`src/rtl/writeback_regfile.sv`:
```
// writeback_regfile
//   Write-back end of the register bank: owns the 32x32 architectural registers
//   read by decode, commits MEM/WB results and keeps a per-register count of
//   in-flight writes so decode can be held on RAW hazards and counter saturation.
//   Optional build macro: WB_BYPASS_EN -- forward write-back data onto the rN
//   outputs in the write-back cycle and release a stall on a source whose last
//   pending write is landing in that same cycle.
module writeback_regfile #(
  parameter int          NREG    = 32,
  parameter int          CNT_W   = 2,
  parameter logic [31:0] RST_VAL = 32'h0000_0000
) (
  input  logic        clk_46,
  input  logic        rst_46,
  input  logic        iss_valid_46,
  input  logic [31:0] iss_IR_46,
  input  logic        wb_valid_46,
  input  logic [4:0]  wb_reg_46,
  input  logic [31:0] wb_data_46,
  output logic        stall_46,
  output logic        wb_err_46,
  output logic [31:0] r0,  r1,  r2,  r3,  r4,  r5,  r6,  r7,
  output logic [31:0] r8,  r9,  r10, r11, r12, r13, r14, r15,
  output logic [31:0] r16, r17, r18, r19, r20, r21, r22, r23,
  output logic [31:0] r24, r25, r26, r27, r28, r29, r30, r31
);

  localparam logic [5:0] OP_ADD  = 6'b110001;
  localparam logic [5:0] OP_MUL  = 6'b100111;
  localparam logic [5:0] OP_ADDI = 6'b000100;
  localparam logic [5:0] OP_LDW  = 6'b010111;
  localparam logic [5:0] OP_STW  = 6'b010101;
  localparam logic [5:0] OP_BLT  = 6'b010110;
  localparam logic [5:0] OP_BEQ  = 6'b100110;

  localparam logic [CNT_W-1:0] CNT_ZERO = {CNT_W{1'b0}};
  localparam logic [CNT_W-1:0] CNT_MAX  = {CNT_W{1'b1}};
  localparam logic [CNT_W-1:0] CNT_ONE  = CNT_W'(1'b1);

  logic [5:0]       opcode_s;
  logic [4:0]       src_s, dest_s, targ_s;
  logic             rd_src_s, rd_dst_s, wr_en_s;
  logic [4:0]       wr_idx_s;
  logic             src_busy_s, dst_busy_s, sat_s, stall_s, accept_s;
  logic             wb_spur_s, wb_err_r;
  logic [CNT_W-1:0] cnt_v_s  [NREG];
  logic [31:0]      view_s   [NREG];
  logic             ir_unused_s;

  assign opcode_s    = iss_IR_46[5:0];
  assign src_s       = iss_IR_46[31:27];
  assign dest_s      = iss_IR_46[26:22];
  assign targ_s      = iss_IR_46[21:17];
  assign ir_unused_s = ^iss_IR_46[16:6];

  // Decode which operands the presented instruction reads and where it writes.
  always_comb begin
    rd_src_s = 1'b0;
    rd_dst_s = 1'b0;
    wr_en_s  = 1'b0;
    wr_idx_s = 5'd0;
    case (opcode_s)
      OP_ADD, OP_MUL: begin
        rd_src_s = 1'b1;
        rd_dst_s = 1'b1;
        wr_en_s  = 1'b1;
        wr_idx_s = targ_s;
      end
      OP_ADDI, OP_LDW: begin
        rd_src_s = 1'b1;
        wr_en_s  = 1'b1;
        wr_idx_s = dest_s;
      end
      OP_STW, OP_BLT, OP_BEQ: begin
        rd_src_s = 1'b1;
        rd_dst_s = 1'b1;
      end
      default: begin
        // BR, NOPE and unknown opcodes neither read nor write the bank.
        rd_src_s = 1'b0;
      end
    endcase
  end

  // Hazard detection from registered counters; issue is accepted only without a stall.
  always_comb begin
    src_busy_s = (cnt_v_s[src_s]  != CNT_ZERO);
    dst_busy_s = (cnt_v_s[dest_s] != CNT_ZERO);
`ifdef WB_BYPASS_EN
    // The last outstanding write landing this cycle is forwarded, so it no longer blocks.
    src_busy_s = src_busy_s && !(wb_valid_46 && (wb_reg_46 == src_s)  && (cnt_v_s[src_s]  == CNT_ONE));
    dst_busy_s = dst_busy_s && !(wb_valid_46 && (wb_reg_46 == dest_s) && (cnt_v_s[dest_s] == CNT_ONE));
`endif
    sat_s    = wr_en_s && (cnt_v_s[wr_idx_s] == CNT_MAX);
    stall_s  = iss_valid_46 && ((rd_src_s && src_busy_s) || (rd_dst_s && dst_busy_s) || sat_s);
    accept_s = iss_valid_46 && !stall_s;
  end

  assign stall_46  = stall_s;
  assign wb_spur_s = wb_valid_46 && (cnt_v_s[wb_reg_46] == CNT_ZERO);

  for (genvar gi = 0; gi < NREG; gi++) begin : g_reg
    logic [31:0]      reg_r;
    logic [CNT_W-1:0] cnt_r;
    logic             inc_s, wb_hit_s, dec_s;

    // Per-register scoreboard events: accepted issue targeting it, write-back hitting it.
    always_comb begin
      inc_s    = accept_s && wr_en_s && (wr_idx_s == 5'(gi));
      wb_hit_s = wb_valid_46 && (wb_reg_46 == 5'(gi));
      dec_s    = wb_hit_s && (cnt_r != CNT_ZERO);
    end

    // Bank entry and its pending-write counter; +1 and -1 in the same cycle cancel.
    always_ff @(posedge clk_46 or negedge rst_46) begin
      if (!rst_46) begin
        reg_r <= RST_VAL;
        cnt_r <= CNT_ZERO;
      end else begin
        if (wb_hit_s) begin
          reg_r <= wb_data_46;
        end else begin
          reg_r <= reg_r;
        end
        case ({inc_s, dec_s})
          2'b10:   cnt_r <= cnt_r + CNT_ONE;
          2'b01:   cnt_r <= cnt_r - CNT_ONE;
          default: cnt_r <= cnt_r;
        endcase
      end
    end

    assign cnt_v_s[gi] = cnt_r;
`ifdef WB_BYPASS_EN
    assign view_s[gi] = wb_hit_s ? wb_data_46 : reg_r;
`else
    assign view_s[gi] = reg_r;
`endif
  end

  // Sticky flag for a write-back that had no matching in-flight issue.
  always_ff @(posedge clk_46 or negedge rst_46) begin
    if (!rst_46) begin
      wb_err_r <= 1'b0;
    end else if (wb_spur_s) begin
      wb_err_r <= 1'b1;
    end else begin
      wb_err_r <= wb_err_r;
    end
  end

  assign wb_err_46 = wb_err_r;

  assign r0  = view_s[0];  assign r1  = view_s[1];  assign r2  = view_s[2];  assign r3  = view_s[3];
  assign r4  = view_s[4];  assign r5  = view_s[5];  assign r6  = view_s[6];  assign r7  = view_s[7];
  assign r8  = view_s[8];  assign r9  = view_s[9];  assign r10 = view_s[10]; assign r11 = view_s[11];
  assign r12 = view_s[12]; assign r13 = view_s[13]; assign r14 = view_s[14]; assign r15 = view_s[15];
  assign r16 = view_s[16]; assign r17 = view_s[17]; assign r18 = view_s[18]; assign r19 = view_s[19];
  assign r20 = view_s[20]; assign r21 = view_s[21]; assign r22 = view_s[22]; assign r23 = view_s[23];
  assign r24 = view_s[24]; assign r25 = view_s[25]; assign r26 = view_s[26]; assign r27 = view_s[27];
  assign r28 = view_s[28]; assign r29 = view_s[29]; assign r30 = view_s[30]; assign r31 = view_s[31];

endmodule

```
`config.mk`:
```
export PLATFORM = sky130hd
export DESIGN_NAME = writeback_regfile
export DESIGN_NICKNAME = d
export VERILOG_FILES = /design/src/rtl/writeback_regfile.sv
export SDC_FILE = /design/constraint.sdc
export NUM_CORES = 2
export LEC_CHECK = 0
export ABC_AREA = 1
export CORE_AREA = 2 2 425 427
export DETAILED_ROUTE_END_ITERATION = 8
export DIE_AREA = 0 0 427 429
export GPL_TIMING_DRIVEN = 0
export SLEW_MARGIN = 40
export SYNTH_ARGS = -nofsm -noshare
export SYNTH_HDL_FRONTEND = slang
export SYNTH_SLANG_ARGS = --single-unit
```
`constraint.sdc`:
```
create_clock -name clk_46 -period 3.4 [get_ports clk_46]
set_input_delay 0.51 -clock clk_46 [delete_from_list [all_inputs] [get_ports clk_46]]
set_output_delay 0.51 -clock clk_46 [all_outputs]
set_load 0.02 [all_outputs]
```
Word level (Yosys, flattened, before mapping)
Cells that the tools add are included.
Widths: inputs -> output; s select.
- output and inout port bits: 1026
- input bits: 73
- word-level logic and storage cells: 499
- bits in registers: 1089
- add/sub/neg operators: 64
- bitwise operators: 4
- order comparisons: 4
- muxes and demuxes: 48
- reductions and logical operators: 180
- equal/unequal tests: 134
- operator list (kind ; number):
    $eq 5x5->1 const B ; 32
    $reduce_bool 2->1 ; 66
    $pmux 2 s2 ; 32
    $logic_and 1x1->1 ; 103
    $eq 5x4->1 const B ; 16
    $eq 2x2->1 const B ; 33
    $add 2x1->2 const B ; 32
    $eq 2x1->1 const B ; 32
    $sub 2x1->2 const B ; 32
    $bmux 2 s5 ; 4
    $eq 5x3->1 const B ; 8
    $ge 6x6->1 const B ; 4
    $not 5->6 ; 4
    $eq 5x2->1 const B ; 4
    $eq 6x5->1 const B ; 3
    $eq 6x6->1 const B ; 3
    $mux 2 ; 8
    $eq 5x1->1 const B ; 2
    $logic_not 5->1 ; 2
    $pmux 5 s2 ; 1
    $reduce_or 7->1 ; 1
    $eq 6x3->1 const B ; 1
    $reduce_or 5->1 ; 1
    $reduce_or 2->1 ; 2
    other kinds (5) ; 8

Longest topological paths before layout
- depth in word-level cells: 17
- gate-level depth with buffers: 23
- gate-level depth less buffers: 21

Least setup slack after synthesis
Ideal clock, no wire load.
- path type: input to register
- start: input port iss_IR_46[23]
- end: register g_reg[20].cnt_r[1]
- setup time: 0.124 ns
- arrival: 2.706 ns
- cell stages on the path: 17
- buffers on the path: 3
- setup slack: 0.570 ns
- path through: buf_4 > inv_1 > buf_4 > o21ai_0 > o21ai_0 > nand2_1 > nand3_1 > nand3_1 > o211ai_1 > nand2_1 > inv_2 > clkbuf_1 > nand4_1 > ha_1 > a21oi_1 > o21ai_0 > xnor2_1
- longest elaborated chain between the ends: 15
- elaborated cells on any way between the ends: 25
- those cells by class: 4 x eq/ne; 8 x mux; 2 x bitwise; 11 x reduce/logical
- RTL lines (element ; line ; source):
    start: declaration ; 16 ; input logic [31:0] iss_IR_46,
    $pmux 5 s2 / $not 5->6 (equally long branches) ; 62, 88 ;
    $not 5->6 (implied by the code) / $bmux 2 s5 (equally long branches) ; 94, 88 ;
    $bmux 2 s5 / $mux 2 (equally long branches) ; 94, 88 ;
    $mux 2, on equally long branches ; 94, 88 ;
    $mux 2 (implied by the code) / $reduce_bool 2->1 (equally long branches) ; 94, 88 ;
    $eq 2x2->1 / $logic_and 1x1->1 (equally long branches) ; 94, 95 ;
    $logic_and 1x1->1 / $logic_or 1x1->1 (equally long branches) ; 94, 95 ;
    $logic_or 1x1->1 ; 95 ; stall_s = iss_valid_46 && ((rd_src_s && src_busy_s) || (rd_dst_s && dst_busy_s) || sat_s);
    $logic_and 1x1->1 ; 95 ;
    $logic_not 1->1 ; 96 ; accept_s = iss_valid_46 && !stall_s;
    $logic_and 1x1->1 ; 96 ;
    $logic_and 1x1->1 ; 109 ; inc_s = accept_s && wr_en_s && (wr_idx_s == 5'(gi));
    $logic_and 1x1->1 * ; 109 ;
    $eq 2x1->1 / $eq 2x2->1 (equally long branches) ; 125 ; case ({inc_s, dec_s})
    $pmux 2 s2 / $reduce_bool 2->1 (equally long branches) ; - ;
    end signal: assignment ; 126 ; 2'b10: cnt_r <= cnt_r + CNT_ONE;
    end signal: assignment ; 127 ; 2'b01: cnt_r <= cnt_r - CNT_ONE;
    end signal: assignment ; 128 ; default: cnt_r <= cnt_r;
    end: declaration ; 104 ; logic [CNT_W-1:0] cnt_r;
Every way passes the cells marked *; elsewhere a longest branch is shown, timed or not. The select of a mux whose other input is x is not followed.
A chain may end at the register's enable or synchronous reset.

Worst setup path in the final report
- start: register g_reg[7].cnt_r[0]
- end: output port stall_46
- longest elaborated chain between the ends: 8
- elaborated cells on any way between the ends: 18
- those cells by class: 1 x eq/ne; 9 x mux; 8 x reduce/logical
- RTL lines (element ; line ; source):
    start: declaration ; 104 ;
    start signal: assignment ; 126 ;
    start signal: assignment ; 127 ;
    start signal: assignment ; 128 ;
    $bmux 2 s5, on equally long branches ; 87, 88 ;
    $mux 2, on equally long branches (2 in a row) ; 87, 88 ;
    $reduce_bool 2->1, on equally long branches ; 87, 88 ;
    $logic_and 1x1->1 ; 95 ;
    $logic_or 1x1->1 ; 95 ;
    $logic_or 1x1->1 * ; 95 ;
    $logic_and 1x1->1 * ; 95 ;
    end: declaration ; 20 ; output logic stall_46,
Marked as above.

==> flow_summary.toml <==
[sta]
worst-slew-pin-transition_ns = 0.9277
finalSetupTns_ns = 0
final_hold_viol_count = 0
fmax_mhz = 310.1
finalClockSkew_ns = 0.04526
maxSlewViolCount = 0
period_needed_ns = 3.225
relSlewSlack_pct = 38.15
worst_slack_ns = 0.1752
setup_viol = 0
grt_setup_unrepaired = "no"
finalCritPeriodShare_pct = 94.85

[yosys]
syn_avg_cell_area_um2 = 9.782
synth_area_um2 = 41930
syn-num-nets = 4391
ys_seq_elements = 1089
yosysSeqAreaShare_pct = 65.00
yosysTopAreaCell = "dfrtp_1"
ys_warn_count = 0
async_reset_ff_share_pct = 100.0
synth_ff_type = "dfrtp_1"
synth_edf_count = 0
syn-instance-count = 4286
synth_cell_type_count = 44
synth_top_cell_area_share_pct = 65.00
yosys-top-cells-area = "dfrtp_1 65%, o21ai_0 13%, nand2_1 11%"

[power]
leakagePower_nw = 27.37
power.density_nw_per_um2 = 701.6
p_comb_share_pct = 28.7
p_int_mw = 28.13
totalPowerFinal_mw = 42.63
p_switching_mw = 14.50
pwr-share-seq_pct = 40.1
clockPowerShare_pct = 31.3
switching_share_pct = 34.01
irDropWorstVdd_mv = 0.4924

[worst_setup_path]
rrSetupSlack_ns = 0.18
crit_chain = "nor2_2 -> o21ai_0 -> o21ai_1 -> nand2_1 -> nand3_1 -> nand3_1 -> o211ai_1 -> nand2_1 -> inv_4 -> a21oi_4 -> buf_6"
critPathSlowestCell = "dfrtp_1"
r2r-start = "g_reg[7].cnt_r[0]"
crit_arrival_ns = 2.71
worst-r2r-cell-count = 15
rr_endpoint = "g_reg[15].cnt_r[1]"
cp-end-kind = "output port"
cp_max_fo = 6
critPathRequiredTime_ns = 2.89
timing.critical_path.from = "g_reg[7].cnt_r[0]"
slowest_delay_ns = 0.44
crit_type = "flip-flop to output port"
endpoint = "stall_46"
cp-start-kind = "flip-flop"

[routing]
avgRoutedWirePerCell_um = 27.74
drt_pass1_iterations = 6
drc = 0
drtAntennaViolNets = 0
first_iter_violations = 3275
drt-total-wl_um = 221900
route.vias.total = 38497
viasPerCell = 4.812

[global_route]
antenna_found_initial = 62
met3_usage_pct = 6.419
met1_usage_pct = 29.25
grt_max_degree = 115
overflow = 0
busiest_layer = "met2"
grt_pass1_wl_um = 303100
track_usage_pct = 23.57
first_global_vias = 37215
grt.met2_usage_pct = 38.01

[final_layout]
final_layout_size_suffix_gt1_share_pct = 7.754
regMostFlops = "g.cnt_r"
num-nets-final = 5626
largest_reg_flops = 64
layout_common_cells = "1,192 x nand2_1, 1,106 x o21ai_0, 1,087 x dfrtp_1"
area_delta_synth_final_pct = 44.90
fillers = 18329
final_cell_area_um2 = 60750
layout_commonest_cell = "nand2_1"
postLayoutCoreUtil_pct = 34.12

[flow_run]
maxCapViolations = 0

[placement]
routabilityCongestion = 0.9270
dp_hpwl_um = 168700
port_buffers = 1086
placed_area_um2 = 56330
dp_slack_ns = -1.161

[die]
die_x_um = 427
rows = 155
design.die.area_um2 = 183200
fp.dieH_um = 429
fp.coreArea_um2 = 178000
io_pins = 1099
initial_core_util_pct = 23.55

[cts]
insertion_delay_ns = 0.78
root_buffer = "clkbuf_16"
tritoncts = "done"
cts_buffers = 116
clk_path_buf_depth = 3
clk_pin_slew_worst_paths_ns = 0.06
htreeDepth = 3
clock-sinks = 1089

[outcome]
status = "finished, final reports clean"

[worst_hold_path]
hp-class = "input port to async pin"
==> metal layers <==
layer	vias to the layer above	part of all wire, %	wire, um
met5	-	0.11	237
met2	1838	47	103900
met1	19592	39	87540
met3	491	8.3	18490
met4	38	5.3	11770
li1	16538	-	-
==> worst min path at each step <==
stage / startpoint / endpoint / cells after the start
after floorplan: rst_46 / g_reg[0].cnt_r[0] / 0
after global placement: wb_err_46 / wb_err_46 / 2
after detailed placement: rst_46 / r14[29] / 1
after CTS: rst_46 / g_reg[14].cnt_r[0] / 2
after global routing: rst_46 / g_reg[14].cnt_r[0] / 2
final: rst_46 / r14[29] / 2
==> cell usage after synthesis (7+ instances only) <==
master	number
a21oi_1	50
buf_2	8
clkbuf_1	324
dfrtp_1	1089
ha_1	32
inv_1	114
inv_2	10
nand2_1	1195
nand2_4	7
nand3_1	37
nand4_1	16
nand4_2	16
nor2_1	118
nor3_1	33
o21ai_0	1108
o22ai_1	8
xnor2_1	44
xor2_1	20
==> per-stage QoR <==
stage	cells	hold slack [ns]
2_1_floorplan	4286	0.2144
3_3_place_gp	7727	0.4556
3_5_place_dp	7744	0.4200
4_1_cts	7976	0.2326
5_1_grt	7984	0.2887
6_report	8000	0.2941
==> what timing repair did <==
action,CTS,global route
setup buffers,11,2
hold buffers,1,0
gates resized for setup,29,50
endpoints found under the hold margin,110,0
pin swaps,11,14
endpoints found under the setup margin,33,33
==> power by group through the flow <==
| stage | Sequential (mW) | Clock, mW | Combinational, mW |
|---|---|---|---|
| 2_1_floorplan | 19.8 | 0 | 2.32 |
| 3_3_place_gp | 17.2 | 0 | 11.9 |
| 3_5_place_dp | 17.2 | 0 | 12.2 |
| 4_1_cts | 17.0 | 13.5 | 12.3 |
| 5_1_grt | 17.3 | 14.0 | 12.9 |
| 6_report | 17.1 | 13.3 | 12.2 |
==> kinds of logic (layout without fill, tap and decap cells) <==
logic type | Yosys count | in the layout | share of synthesized area, %
compound gates | 1188 | 1188 | 14.42
xor+xnor | 64 | 64 | 1.337
fa+ha+maj | 32 | 32 | 0.9549
buf+inv | 477 | 1814 | 4.512
flops | 1089 | 1089 | 65.00
other cells | 0 | 22 | 0
simple gates | 1436 | 1436 | 13.78
==> critical path, delay by kind of cell (launching register included) <==
kind	cells	cell delay, ns
simple gates	5	0.67
compound gates	4	0.57
flops	1	0.44
buf+inv	2	0.26
==> area by class of cell <==
class                           count  area (um^2)  area share, %
Antenna cell                       22        55.05        0.09062
Buffer                            349         1564          2.574
Clock buffer                      178         3476          5.721
Clock inverter                     42        550.5         0.9062
Inverter                          128        490.5         0.8073
Multi-Input combinational cell   2720        12930          21.29
Sequential cell                  1089        27250          44.86
Tap cell                         2355         2947          4.850
Timing Repair Buffer             1117        11480          18.90
(Power assumes the default switching activity.)
